**src/rtl/fec_frame_sched.sv**
```systemverilog
// fec_frame_sched: FWFT input FIFO plus PRIME/DATA/PARITY slot sequencer feeding fec_gen,
// with output flags delayed one extra stage to line up with fec_gen.dout.
module fec_frame_sched #(
  parameter int          DEPTH     = 4,
  parameter logic [31:0] IDLE_WORD = 32'h0707_0707
) (
  input  logic        clk,
  input  logic        arst_n,
  input  logic        enable,
  input  logic [31:0] in_data,
  input  logic        in_valid,
  output logic        in_ready,
  output logic [31:0] fec_din,
  output logic        fec_parity_sel,
  output logic        out_valid,
  output logic        out_frame_start,
  output logic        out_parity,
  output logic        underflow,
  output logic [15:0] frame_count,
  output logic [15:0] underflow_count
);
  localparam int AW = $clog2(DEPTH);
  typedef enum logic [1:0] {IDLE, PRIME, DATA, PARITY} state_t;
  state_t state_q, state_d;
  logic [6:0] idx_q, idx_d;
  logic [31:0] mem_q [DEPTH];
  logic [AW-1:0] wr_q, wr_d, rd_q, rd_d;
  logic [AW:0] cnt_q, cnt_d;
  logic [31:0] fec_din_q, fec_din_d;
  logic psel_q, psel_d, uf_q, uf_d;
  logic v1_q, v1_d, fs1_q, fs1_d, par1_q, par1_d;
  logic ov_q, ofs_q, opar_q;
  logic [15:0] fc_q, fc_d, uc_q, uc_d;
  logic full, empty, wr, rd;
  always_comb begin
    full  = cnt_q == (AW+1)'(DEPTH);
    empty = cnt_q == '0;
    wr    = in_valid && !full;
    rd    = state_q == DATA && !empty;
    wr_d  = wr_q + AW'(wr);
    rd_d  = rd_q + AW'(rd);
    cnt_d = cnt_q + (AW+1)'(wr) - (AW+1)'(rd);
  end
  always_comb begin
    state_d   = state_q;
    idx_d     = idx_q;
    fec_din_d = '0;
    psel_d    = 1'b0;
    uf_d      = 1'b0;
    v1_d      = 1'b0;
    fs1_d     = 1'b0;
    par1_d    = 1'b0;
    case (state_q)
      IDLE: begin
        idx_d   = '0;
        state_d = enable ? PRIME : IDLE;
      end
      PRIME: begin
        psel_d  = 1'b1;
        idx_d   = '0;
        state_d = DATA;
      end
      DATA: begin
        fec_din_d = empty ? IDLE_WORD : mem_q[rd_q];
        uf_d      = empty;
        v1_d      = 1'b1;
        fs1_d     = idx_q == 7'd0;
        state_d   = idx_q == 7'd64 ? PARITY : DATA;
        idx_d     = idx_q == 7'd64 ? idx_q : idx_q + 7'd1;
      end
      PARITY: begin
        psel_d  = 1'b1;
        v1_d    = 1'b1;
        par1_d  = 1'b1;
        idx_d   = '0;
        state_d = enable ? DATA : IDLE;
      end
      default: state_d = IDLE;
    endcase
    fc_d = fc_q + 16'(state_q == PARITY);
    uc_d = (uf_d && uc_q != 16'hFFFF) ? uc_q + 16'd1 : uc_q;
  end
  // Storage needs no reset: the pointers and count define what is valid.
  always_ff @(posedge clk)
    if (wr) mem_q[wr_q] <= in_data;
  always_ff @(posedge clk or negedge arst_n) begin
    if (!arst_n) begin
      state_q   <= IDLE;
      idx_q     <= '0;
      wr_q      <= '0;
      rd_q      <= '0;
      cnt_q     <= '0;
      fec_din_q <= '0;
      psel_q    <= 1'b0;
      uf_q      <= 1'b0;
      v1_q      <= 1'b0;
      fs1_q     <= 1'b0;
      par1_q    <= 1'b0;
      ov_q      <= 1'b0;
      ofs_q     <= 1'b0;
      opar_q    <= 1'b0;
      fc_q      <= '0;
      uc_q      <= '0;
    end else begin
      state_q   <= state_d;
      idx_q     <= idx_d;
      wr_q      <= wr_d;
      rd_q      <= rd_d;
      cnt_q     <= cnt_d;
      fec_din_q <= fec_din_d;
      psel_q    <= psel_d;
      uf_q      <= uf_d;
      v1_q      <= v1_d;
      fs1_q     <= fs1_d;
      par1_q    <= par1_d;
      ov_q      <= v1_q;
      ofs_q     <= fs1_q;
      opar_q    <= par1_q;
      fc_q      <= fc_d;
      uc_q      <= uc_d;
    end
  end
  assign in_ready        = !full;
  assign fec_din         = fec_din_q;
  assign fec_parity_sel  = psel_q;
  assign out_valid       = ov_q;
  assign out_frame_start = ofs_q;
  assign out_parity      = opar_q;
  assign underflow       = uf_q;
  assign frame_count     = fc_q;
  assign underflow_count = uc_q;
endmodule

```
**config.mk**
```make
export PLATFORM = sky130hd
export DESIGN_NAME = fec_frame_sched
export DESIGN_NICKNAME = d
export VERILOG_FILES = /design/src/rtl/fec_frame_sched.sv
export SDC_FILE = /design/constraint.sdc
export NUM_CORES = 1
export LEC_CHECK = 0
export ABC_AREA = 0
export BUFFER_PORTS_ARGS = -buffer_cell sky130_fd_sc_hd__buf_2
export CAP_MARGIN = 30
export CORE_MARGIN = 2
export CORE_UTILIZATION = 55
export DETAILED_ROUTE_END_ITERATION = 16
export GPL_ROUTABILITY_DRIVEN = 0
export PLACE_DENSITY = 0.88
export SLEW_MARGIN = 0
export SYNTH_ARGS = -nofsm -noshare
export SYNTH_HDL_FRONTEND = slang
export SYNTH_SLANG_ARGS = --single-unit
```
**constraint.sdc**
```tcl
create_clock -name clk -period 4.43 [get_ports clk]
set_input_delay 0 -clock clk [delete_from_list [all_inputs] [get_ports clk]]
set_output_delay 0 -clock clk [all_outputs]
set_load 0.01 [all_outputs]
```
==> qor.csv, run 1 <==
metric,value,unit
outcome,"complete, no violations",
Die Height,125,um
"count leader, synth",edfxtp_1,
vias per inst,5.61,
post-route minimum period,2.71,ns
I/O pin total,106,
Layout Skew,0.00719,ns
"Top FF cell, synth",edfxtp_1,
RR Startpoint,cnt_q[0]$_DFF_PN0_,
syn avg cell area,17.4,um^2
share of power burned in registers,43.5,%
Cell variety after synth,36,
Pint,4930,uW
worst-case vdd ir drop,396,uV
DRT antenna net count,0,
WL final,16.2,mm
max_cap viols,0,
sw frac,28.0,%
Worst Tran Pin Value,0.957,ns
first-pass GRT wire length,25.4,mm
Leak,0.00423,uW
post-cts sizing count,0,
Critical Path RT,4.84,ns
switching power,1920,uW
Async SR Flop Fraction,40.7,%
Fin Setup TNS,0,ns
post-synth top area cell,edfxtp_1,
Synth area leaders,"edfxtp_1 47%, dfrtp_1 27%, mux4_2 8.9%",
net count after synthesis,510,
Final Hold Slack,0.0898,ns
"EDFF count, synth",128,
All-Layer GR Usage,20.6,%
largest net degree at the start of global routing,49,
headroom to the max-slew limit,35.9,%
Final Setup Violations,0,
critical-path maximum fanout,14,
CTS Buf Count,21,
sequential share of the synthesized area,74.6,%
# DRC,0,
Die W,125,um
clock network fraction of total power,33.2,%
CTS sink cnt,216,
vias in the first global route,4787,
CP Launch Type,flop,
synthesized area,8100,um^2
H-tree levels,1,
CTS max path bufs,3,
R2R Setup Slk,1.72,ns
WP data arrival,3.13,ns
cell depth of the worst flop-to-flop path,7,
Core Area,14500,um^2
fmax,0.369,GHz
RSZ-0062 raised after global routing,no,
clk_lat worst skew,0.49,ns
drt initial violations,379,
synth cell count leaders,"128 x edfxtp_1, 88 x dfrtp_1, 45 x nor2_1",
TritonCTS clock tree,built,
wire per inst,19.8,um
Logic pwr share,23.4,%
post-synth top area share,47.4,%
die area,15700,um^2
Root Driver,clkbuf_16,
Port Buffers,105,
critical setup path kind,flop to flop,
Clock transition at path regs,0.07,ns
Final Max Tran Viols,0,
DRT Pass-1 Iters,5,
post-synthesis cell count,466,
initial antenna violation count,0,
DR vias,4585,
register bit total from synthesis,216,
post-layout util,70.0,%
Hold Crit Class,input pin to async pin,
Final Net Count,662,
share of cells above drive strength 1,31.2,%
CP endpoint kind,flop,
Finished Layout Cells,817,
yosys warns,0,
"Area growth, synth to finish",25.0,%
total grt overflow,0,
placed instance count,745,
worst reg2reg path endpoint,cnt_q[2]$_DFF_PN0_,
crit share post-route,61.3,%
FILL cells,869,
Starting Density,56.0,%
placed wire-length estimate,9.46,mm
Rows,44,
"Hold Vio Cnt, Final",0,
power per cell area,676,nW/um^2
-- worst max-delay path by stage --
stage	start	end	slack, ns	cells past startpoint
6_report	cnt_q[0]$_DFF_PN0_	cnt_q[2]$_DFF_PN0_	1.72	7
5_1_grt	cnt_q[0]$_DFF_PN0_	cnt_q[2]$_DFF_PN0_	1.55	7
4_1_cts	cnt_q[0]$_DFF_PN0_	cnt_q[2]$_DFF_PN0_	1.68	7
3_5_place_dp	cnt_q[0]$_DFF_PN0_	cnt_q[2]$_DFF_PN0_	1.79	7
3_3_place_gp	cnt_q[0]$_DFF_PN0_	cnt_q[2]$_DFF_PN0_	1.90	7
2_1_floorplan	cnt_q[0]$_DFF_PN0_	mem_q[1][0]$_DFFE_PP_	0.84	4
-- through the flow --
step	setup WS (ns)	instance area (um^2)	total power, uW
2_1_floorplan	0.840	8100	3980
3_3_place_gp	1.90	8850	4470
3_5_place_dp	1.79	8890	4570
4_1_cts	1.68	10100	6910
5_1_grt	1.55	10100	7160
6_report	1.72	10100	6850
-- per-layer routing --
| metal | global-route usage (%) | wire length, um |
|---|---|---|
| met5 | 0 | 0 |
| met4 | 5.49 | 297 |
| met3 | 4.15 | 1010 |
| met2 | 35.3 | 8280 |
| met1 | 27.4 | 6580 |
-- power groups by stage --
stage / logic (uW) / clock network [uW] / registers (uW)
CTS: 1620 / 2300 / 2980
global route: 1740 / 2390 / 3030
detailed placement: 1570 / 0 / 3010
floorplan: 1020 / 0 / 2950
global placement: 1430 / 0 / 3040
finish: 1600 / 2270 / 2980
-- sequential cells by signal, indices dropped and copies added, names as in the netlist --
signal           cells
v1_q                 1
cnt_q                3
out_frame_start      1
underflow            1
frame_count         16
par1_q               1
underflow_count     16
out_valid            1
state_q              2
fec_din             32
idx_q                7
rd_q                 2
fs1_q                1
wr_q                 2
out_parity           1
mem_q              128
fec_parity_sel       1
-- cell usage in the layout (no fill, tap or decap), drive strengths merged, types with 12 or more instances in the layout --
cell	count
nand3	13
nor2	45
dlygate4sd3	34
dfrtp	88
xnor2	15
nor3	12
nand2	16
xor2	22
edfxtp	128
buf	112
mux4	32
clkbuf	21
and3	24
-- repair_timing --
action,in CTS,in global routing
hold endpoints to repair,177,0
setup buffers,0,0
setup endpoints to repair,0,0
hold buffers,34,0
-- layout make-up --
type	count	area, um^2	share of cell area [%]
Inverter	8	30.0	0.296
Antenna cell	1	2.50	0.0247
Clock buffer	21	526	5.19
Tap cell	184	230	2.27
Clock inverter	16	369	3.64
Sequential cell	216	6050	59.7
Multi-Input combinational cell	225	1980	19.5
Timing Repair Buffer	146	946	9.34
-- worst max-delay path, stage by stage (launching register included) --
cell	delay (ns)
dfrtp_1	0.43
nor3_2	0.80
nor2_1	0.26
xnor2_1	0.20
ha_1	0.21
fa_1	0.38
xnor2_1	0.21
xnor2_1	0.14
-- cells by family (layout without fill, tap and decap cells) --
group | after synthesis | after routing | share of synthesized area (%)
AO/OA/AOI/OAI | 6 | 6 | 0.386
XOR/XNOR | 37 | 37 | 4.00
adder cells (fa/ha/maj) | 8 | 8 | 1.33
buffers and inverters | 25 | 191 | 1.20
flip-flops | 216 | 216 | 74.6
multiplexers | 36 | 36 | 9.43
other | 0 | 1 | 0
AND/OR/NAND/NOR | 138 | 138 | 9.03
No activity file was read; power rests on OpenSTA's default activity.
==> run 2: changes to the inputs <==
Settings changed: CORE_UTILIZATION 55 to 51, PLACE_DENSITY 0.88 to 0.86.
Clock period 4.43 ns to 2.2 ns, I/O delays scaled along.
==> run 2 against run 1 <==
Compared with the run above: total power is 90% higher; clock power up 64%; sequential share of layout area barely moved; critical path depth down 3; cell count is 5.6% higher; clock skew rose by 0.0041 ns; critical endpoint is now underflow_count[12]$_DFFE_PN0P_.
==> qor.csv, run 2 (synthesized netlist as in run 1, its figures left out) <==
metric,value,unit
WL final,15.9,mm
most frequent cells in the layout,"128 x edfxtp_1, 104 x buf_2, 86 x dfrtp_1",
crit share post-route,92.2,%
Top Family by Delay on Critical Path,simple AND/OR/NAND/NOR gates,
Die W,130,um
Final Setup Violations,0,
Port Buffers,105,
Die Height,130,um
outcome,"complete, no violations",
RSZ-0062 raised after global routing,no,
Clock transition at path regs,0.06,ns
Leak,0.00423,uW
WP data arrival,2.40,ns
DRT Pass-1 Iters,4,
largest net degree at the start of global routing,50,
Hold Crit Class,input pin to async pin,
CP startpoint,cnt_q[0]$_DFF_PN0_,
die area,16900,um^2
CP Launch Type,flop,
TritonCTS clock tree,built,
# DRC,0,
"Setup Fix Bufs, Post-CTS",0,
Top reg by flops,mem_q,
vias in the first global route,4939,
Finished Layout Cells,863,
power per cell area,1290,nW/um^2
CTS max path bufs,3,
Critical Path RT,2.58,ns
CTS Buf Count,22,
Final Cell Area,10100,um^2
total grt overflow,0,
Fin Setup TNS,0,ns
placed wire-length estimate,9.70,mm
Rows,46,
first-pass GRT wire length,25.5,mm
antenna cell count,0,
slowest CP cell,or3_2,
CTS sink cnt,216,
Buf/Inv on CP,0,
PnR Total Power,13000,uW
CP endpoint kind,flop,
vias per inst,5.35,
headroom to the max-slew limit,42.8,%
DRT antenna net count,0,
post-route minimum period,2.03,ns
worst-case vdd ir drop,781,uV
initial antenna violation count,0,
Largest register FFs,128,
share of cells above drive strength 1,31.7,%
DR vias,4613,
drt initial violations,291,
Root Driver,clkbuf_16,
Starting Density,51.6,%
placed instance count,788,
critical-path maximum fanout,4,
Final Hold Slack,0.0928,ns
crit path cell chain,or3_4 > or3_2 > nor3_1 > mux2_2,
critical setup path kind,flop to flop,
Core Area,15700,um^2
H-tree levels,1,
CP peak stage delay,0.54,ns
DP Area,9020,um^2
fmax,0.493,GHz
RR Startpoint,cnt_q[0]$_DFF_PN0_,
FILL cells,1065,
wire per inst,18.4,um
Layout Skew,0.0113,ns
Final Max Tran Viols,0,
I/O pin total,106,
Final Net Count,675,
All-Layer GR Usage,19.6,%
"most common cell after layout, fill and taps aside",edfxtp_1,
"Area growth, synth to finish",25.0,%
max_cap viols,0,
"Hold Vio Cnt, Final",0,
clk_lat worst skew,0.49,ns
Worst Tran Pin Value,0.858,ns
## run 2: cell types whose count changed in the layout (fill, tap and decap cells not counted), sizes merged, moves of 2 or more
cell	before	now
buf	112	123
bufinv	11	2
clkbuf	21	31
clkinv	2	6
inv	10	8
## run 2: per-stage QoR
step                      utilization (%)  worst slack (ns)
after floorplan                         -            -0.290
after detailed placement             57.4             0.145
after CTS                            64.4             0.177
final                                64.4             0.171
after global placement               57.4             0.255
after global routing                 64.4            0.0572
## run 2: area by class of cell
type / instances / area [um^2] / area share (%)
clock buffer: 31 / 646 / 6.38
clock inverter: 9 / 106 / 1.05
inverter: 8 / 30.0 / 0.297
multi-input combinational: 225 / 2000 / 19.7
sequential: 216 / 6050 / 59.7
tap: 216 / 270 / 2.67
timing repair buffer: 158 / 1030 / 10.1
## run 2: timing repair
action | 4_1_cts | 5_1_grt
hold buffers | 35 | 0
endpoints found under the hold margin | 177 | 0
gates resized for setup | 0 | 0
## run 2: final timing paths
path | slack [ns] | cells after the start | end
worst min register to register | 0.35 | 0 | out_frame_start$_DFF_PN0_
worst min-delay path | 0.09 | 2 | underflow_count[7]$_DFFE_PN0P_
max in group asynchronous | 1.43 | 3 | fec_din[9]$_DFF_PN0_
min in group clk | 0.25 | 2 | mem_q[1][20]$_DFFE_PP_
worst max-delay path | 0.17 | 4 | underflow_count[12]$_DFFE_PN0P_
worst max register to register | 0.17 | 4 | underflow_count[12]$_DFFE_PN0P_
## run 2: report_power, final
group          leakage, uW  total [uW]  internal [uW]  switching (uW)
registers          0.00231        5800           5350             444
clock network     0.000367        3730           2290            1440
logic              0.00155        3510           1610            1910
## run 2: per-layer routing
| metal | part of all wire [%] | vias up | GRT usage, % | wire, um |
|---|---|---|---|---|
| met5 | 0 | - | 0 | 0 |
| met4 | 1.1 | 0 | 4.68 | 178 |
| met3 | 5.3 | 17 | 3.40 | 844 |
| met2 | 52 | 156 | 34.1 | 8250 |
| met1 | 42 | 2367 | 26.2 | 6640 |
| li1 | - | 2073 | - | - |
